$ cat src/rtl/axis_multich_decimator.sv
// axis_multich_decimator
//   AXI-Stream decimator for interleaved multi-channel sample frames.
//   Each input frame is NUM_CH beats (channel 0 first, s_tlast on the last
//   channel). One output frame is emitted per (decim+1) input frames:
//     mode=0 (drop)    : forward the last frame of each window.
//     mode=1 (average) : per-channel boxcar sum, arithmetic right shift by
//                        'shift', saturated to DATA_WIDTH.
//   mode/decim/shift are latched at the first beat of each window.
//
// Optional build macro:
//   AXIS_DECIM_ROUND_EN - average mode rounds half up (adds 2^(shift-1)
//                         before the shift) instead of truncating.
//
// Ports:
//   clk, rst      clock, synchronous active-high reset
//   enable        run; low flushes the window state and discards input
//   mode          0 = drop, 1 = average
//   decim         window length minus one, in frames
//   shift         average-mode right shift (0..ACC_W-1)
//   s_t*          AXI-Stream slave (sample input)
//   m_t*          AXI-Stream master (decimated output, one register stage)
//   frame_err     sticky framing error (s_tlast misplaced)
//   frames_out    wrapping count of completed output frames
module axis_multich_decimator #(
    parameter int DATA_WIDTH = 16,
    parameter int NUM_CH     = 4,
    parameter int CNT_WIDTH  = 16,
    parameter int ACC_GUARD  = 8
) (
    input  logic                  clk,
    input  logic                  rst,
    input  logic                  enable,
    input  logic                  mode,
    input  logic [CNT_WIDTH-1:0]  decim,
    input  logic [4:0]            shift,
    input  logic [DATA_WIDTH-1:0] s_tdata,
    input  logic                  s_tvalid,
    output logic                  s_tready,
    input  logic                  s_tlast,
    output logic [DATA_WIDTH-1:0] m_tdata,
    output logic                  m_tvalid,
    input  logic                  m_tready,
    output logic                  m_tlast,
    output logic                  frame_err,
    output logic [31:0]           frames_out
);
    localparam int CH_W  = (NUM_CH > 1) ? $clog2(NUM_CH) : 1;
    localparam int ACC_W = DATA_WIDTH + ACC_GUARD;
    localparam logic [CH_W-1:0] LAST_CH = CH_W'(NUM_CH - 1);
    localparam logic signed [ACC_W-1:0] SAT_MAX =
        {{(ACC_GUARD+1){1'b0}}, {(DATA_WIDTH-1){1'b1}}};
    localparam logic signed [ACC_W-1:0] SAT_MIN =
        {{(ACC_GUARD+1){1'b1}}, {(DATA_WIDTH-1){1'b0}}};

    logic [CH_W-1:0]         r_ch_idx;
    logic [CNT_WIDTH-1:0]    r_frame_cnt;
    logic [CNT_WIDTH-1:0]    r_decim_l;
    logic                    r_mode_l;
    logic [4:0]              r_shift_l;
    logic signed [ACC_W-1:0] r_acc [NUM_CH];

    logic                    w_xfer;
    logic                    w_start;
    logic                    w_last_ch;
    logic                    w_early_last;
    logic                    w_framing;
    logic                    w_out_beat;
    logic                    w_mode_eff;
    logic [CNT_WIDTH-1:0]    w_decim_eff;
    logic [4:0]              w_shift_eff;
    logic signed [ACC_W-1:0] w_samp_ext;
    logic signed [ACC_W-1:0] w_sum;
    logic signed [ACC_W-1:0] w_rsum;
    logic signed [ACC_W-1:0] w_shifted;
    logic [DATA_WIDTH-1:0]   w_sat;
    logic [DATA_WIDTH-1:0]   w_out_data;

    // Disabled: swallow everything so the upstream source never stalls.
    assign s_tready = !enable || !m_tvalid || m_tready;
    assign w_xfer   = enable && s_tvalid && s_tready;

    // The first beat of a window sees the live config so that decim=0 and
    // the first frame's shift are honoured without a one-frame lag.
    assign w_start     = (r_ch_idx == '0) && (r_frame_cnt == '0);
    assign w_mode_eff  = w_start ? mode  : r_mode_l;
    assign w_decim_eff = w_start ? decim : r_decim_l;
    assign w_shift_eff = w_start ? shift : r_shift_l;

    assign w_last_ch    = (r_ch_idx == LAST_CH);
    assign w_early_last = s_tlast && !w_last_ch;
    assign w_framing    = w_xfer && (s_tlast != w_last_ch);
    assign w_out_beat   = w_xfer && (r_frame_cnt == w_decim_eff);

    assign w_samp_ext = ACC_W'($signed(s_tdata));
    assign w_sum      = r_acc[r_ch_idx] + w_samp_ext;

`ifdef AXIS_DECIM_ROUND_EN
    assign w_rsum = (w_shift_eff != 5'd0)
                  ? w_sum + (ACC_W'(1) << (w_shift_eff - 5'd1))
                  : w_sum;
`else
    assign w_rsum = w_sum;
`endif

    assign w_shifted = w_rsum >>> w_shift_eff;

    always_comb begin
        w_sat = w_shifted[DATA_WIDTH-1:0];
        if (w_shifted > SAT_MAX)
            w_sat = SAT_MAX[DATA_WIDTH-1:0];
        else if (w_shifted < SAT_MIN)
            w_sat = SAT_MIN[DATA_WIDTH-1:0];
    end

    assign w_out_data = w_mode_eff ? w_sat : s_tdata;

    // Window sequencing, config latch, output register and status.
    always_ff @(posedge clk) begin
        if (rst) begin
            r_ch_idx    <= '0;
            r_frame_cnt <= '0;
            r_decim_l   <= '0;
            r_mode_l    <= 1'b0;
            r_shift_l   <= '0;
            m_tdata     <= '0;
            m_tvalid    <= 1'b0;
            m_tlast     <= 1'b0;
            frame_err   <= 1'b0;
            frames_out  <= '0;
        end else begin
            if (m_tvalid && m_tready && m_tlast)
                frames_out <= frames_out + 32'd1;

            if (w_out_beat) begin
                m_tvalid <= 1'b1;
                m_tdata  <= w_out_data;
                m_tlast  <= w_last_ch;
            end else if (m_tready) begin
                m_tvalid <= 1'b0;
            end

            if (w_framing)
                frame_err <= 1'b1;

            if (!enable) begin
                r_ch_idx    <= '0;
                r_frame_cnt <= '0;
            end else if (w_xfer) begin
                if (w_start) begin
                    r_mode_l  <= mode;
                    r_decim_l <= decim;
                    r_shift_l <= shift;
                end
                if (w_early_last) begin
                    // Resync on the early tlast; the window position stays.
                    r_ch_idx <= '0;
                end else if (w_last_ch) begin
                    r_ch_idx    <= '0;
                    r_frame_cnt <= (r_frame_cnt == w_decim_eff)
                                 ? '0 : r_frame_cnt + 1'b1;
                end else begin
                    r_ch_idx <= r_ch_idx + 1'b1;
                end
            end
        end
    end

    // Per-channel accumulators. Drop mode keeps them zero so a later
    // average window always starts clean.
    always_ff @(posedge clk) begin
        for (int c = 0; c < NUM_CH; c++) begin
            if (rst || !enable) begin
                r_acc[c] <= '0;
            end else if (w_xfer && (r_ch_idx == CH_W'(c))) begin
                if (w_out_beat || !w_mode_eff)
                    r_acc[c] <= '0;
                else
                    r_acc[c] <= w_sum;
            end
        end
    end

endmodule

$ cat config.mk
export PLATFORM = sky130hd
export DESIGN_NAME = axis_multich_decimator
export DESIGN_NICKNAME = d
export VERILOG_FILES = /design/src/rtl/axis_multich_decimator.sv
export SDC_FILE = /design/constraint.sdc
export NUM_CORES = 1
export LEC_CHECK = 0
export ABC_AREA = 1
export BUFFER_PORTS_ARGS = -buffer_cell sky130_fd_sc_hd__clkbuf_2
export CAP_MARGIN = 20
export CELL_PAD_IN_SITES_DETAIL_PLACEMENT = 1
export CELL_PAD_IN_SITES_GLOBAL_PLACEMENT = 1
export CORE_MARGIN = 2
export CORE_UTILIZATION = 45
export DETAILED_ROUTE_END_ITERATION = 12
export PLACE_DENSITY_LB_ADDON = 0.1
export SLEW_MARGIN = 20
export SYNTH_ARGS = -nofsm -noshare
export SYNTH_HDL_FRONTEND = slang
export SYNTH_SLANG_ARGS = --single-unit
$ cat constraint.sdc
create_clock -name clk -period 4.2 [get_ports clk]
set_clock_uncertainty 0.2 [all_clocks]
set_input_delay 0.42 -clock clk [delete_from_list [all_inputs] [get_ports clk]]
set_output_delay 0.42 -clock clk [all_outputs]
set_load 0.005 [all_outputs]
==> metrics <==
period utilization 96.2%; gr ovfl total 0; R2R cell count 27; Clk pin slew, worst setup/hold paths ~0.080 ns; ratio of cells with drive above 1 in the final layout a little under a fifth; max frequency 247 MHz; port buffer count between 90 and 100; initial antenna violation count 0; Synth warnings 0; Slew HR 46.7%; Max Cap Viol 0; routed len/inst between 15 and 20 µm; crit end category register; FF+latch count, synth around 190; IO Pins 96; Clk Latency, worst-skew pair approximately 0.45 ns; 1st-pass router iterations 7; most common cell in the netlist nand2_1; filler instances 3,413; TritonCTS Buffers 17; minimum clock period around 4.0 ns; FF-to-FF End m_tdata[0]; r2r setup slk about 0.16 ns; Mapped Cells between 1.5k and 2k; vias per cell between 5 and 6; WL final about 40,000 µm; CP Buf/Inv Count 4; vias in the first global route ~12k; Worst setup SP type register; Mean Syn Cell Area 7.18 µm²; total number of H-tree levels 4; CP top delay family simple AND/OR/NAND/NOR gates; Pins Over Slew Limit 0; RSZ-0062 raised after global routing yes; Residual DRC 0; Final Non-Filler Cells 2,149; ys flop type edfxtp_1; outcome completed; Hold Slack 0.111 ns; 1st-iter DRT viols 729; dpl hpwl about 29,000 µm; area delta synth->final 16.9%; Starting Density roughly 46%; routability congestion estimate 0.962; placed cell area roughly 13,000 µm²; Final #Nets roughly 1.9k; Hold Path End r_decim_l[8]; main area contributors after synthesis edfxtp_1, dfxtp_1, nand2_1; WP data arrival a little over 4 ns; Async S/R FF share, synth 0%; Die H approximately 170 µm; Pwr Total a little under 5000 µW; CTS root buffer clkbuf_16; Final Cell Area around 14,000 µm²; CP required 4.30 ns; clock sinks roughly 190; Setup CP Type register to register; Yosys top cell area share between 20% and 30%; Worst Min Path Start decim[8]; Hold Crit Depth 5; global-route wire length before repair ~62,000 µm; most frequent cells after synthesis nand2_1, nor2_1, inv_1; Synth Net Count around 1.8k; maximum vdd ir drop between 0.2 and 0.25 mV; post-route ant nets 0; Die ar. between 20,000 and 30,000 µm²; Unique masters post-synth between 50 and 60; power per cell area 344 nW/µm²; area leader, netlist edfxtp_1; sequential area share after synthesis around 39%; placed cells 2,089; GRT Resource Usage Total 27.7%; Mapped Area 12,000 µm²; largest net degree at the start of global routing between 50 and 60; Post-synth EDFFs between 90 and 100; P_leak 0.00644 µW; Hold/Removal Path Class input port to register; Core ar. about 26,000 µm²; Hold Violations, Final 0; Clock Path Buffers 2; CTS tree built; # setup viols final 0; Site Rows between 50 and 60; via count 11.7k; worst slew pin tran between 0.7 and 0.8 ns; Worst path max stage delay around 0.45 ns; most frequent CP cell nand2_1; critical path fanouts, max 12; Critical-path top delay cell dfxtp_4; Die Wd 168 µm
[per-stage QoR]
step | setup slack, ns | TNS (ns) | utilization, %
floorplan | 0.385 | 0 | -
global placement | 0.0127 | 0 | 49.2
detailed placement | -0.0825 | -0.789 | 49.2
CTS | 0.0214 | 0 | 51.6
global route | -0.113 | -0.986 | 53.7
finish | 0.158 | 0 | 53.8
[per-layer routing]
| metal | global-route usage (%) | up-vias | routed length [µm] |
|---|---|---|---|
| li1 | - | 5723 | - |
| met1 | 35.1 | 5707 | 17600 |
| met2 | 49.8 | 230 | 20200 |
| met3 | 3.00 | 52 | 1370 |
| met4 | 7.83 | 0 | 898 |
| met5 | 0 | - | 0 |
[state kept, by name, summed over array words and instances, names as in the netlist, named ones only]
name,cells
m_tvalid,1
frames_out,32
m_tlast,1
r_ch_idx,2
m_tdata,16
r_acc,96
r_shift_l,5
r_frame_cnt,16
r_mode_l,1
frame_err,1
r_decim_l,16
[cell families (layout without fill, tap and decap cells)]
logic type / count (synthesis) / in the layout / synth area share (%)
other: 0 / 1 / 0
adders and majority gates: 32 / 32 / 3.39
muxes: 1 / 1 / 0.0831
AOI/OAI and AO/OA: 257 / 257 / 12.3
buffers and inverters: 277 / 412 / 10.1
and+or+nand+nor: 891 / 891 / 32.5
xor gates and xnor gates: 31 / 31 / 2.25
DFF: 189 / 189 / 39.4
[power by group]
group          internal (µW)  switching (µW)
Combinational            376             754
Clock                    825             883
Sequential              1990            19.1
[cell usage in the layout, fill, tap and decap left out, types with 5 or more instances in the layout]
master,instances
a21oi_1,70
nand2_2,36
a21oi_2,18
nand3b_1,7
buf_4,54
inv_2,14
nor2_4,6
nand4_1,23
nor3_1,15
ha_1,24
o211ai_1,9
nor4_1,12
or2_2,8
dfxtp_1,91
nand3_1,112
clkbuf_16,22
o21ai_2,9
xor2_1,22
o21ai_0,97
clkbuf_2,95
o21a_1,6
ha_2,5
nand3_2,13
o22ai_1,19
inv_1,200
edfxtp_1,96
nand2_1,379
o21ai_1,15
nor2_1,248
xnor2_1,6
nor2_2,13
[final cells by class]
type | count | area, µm² | share of cell area (%)
clock buffers | 17 | 425 | 3.02
inverters | 220 | 846 | 6.00
repair buffers | 160 | 1100 | 7.81
well taps | 335 | 419 | 2.98
flip-flops and latches | 189 | 4750 | 33.7
multi-input cells | 1212 | 6350 | 45.1
clock inverters | 15 | 191 | 1.36
diodes | 1 | 2.50 | 0.0178
[repair_timing]
| action | 4_1_cts | 5_1_grt |
|---|---|---|
| pin swaps | 1 | 25 |
| endpoints found under the hold margin | 0 | 0 |
| gates resized for setup | 0 | 83 |
| gates cloned | 0 | 5 |
| endpoints found under the setup margin | 15 | 15 |
| hold buffers | 0 | 0 |
| setup buffers | 2 | 20 |
[how the worst max path moves through the flow]
stage / end / cells past startpoint / startpoint
after floorplan: m_tdata[11] / 29 / register
after global placement: m_tdata[14] / 24 / register
after detailed placement: m_tdata[0] / 24 / register
after CTS: m_tdata[0] / 25 / register
after global routing: m_tdata[3] / 28 / register
final: m_tdata[0] / 27 / register
[worst min-delay path, stage by stage]
cell	delay [ns]
clkbuf_2	0.07
nand2_1	0.05
o21ai_2	0.07
o21ai_0	0.07
inv_1	0.05
Power figures use the tool's default switching activity.
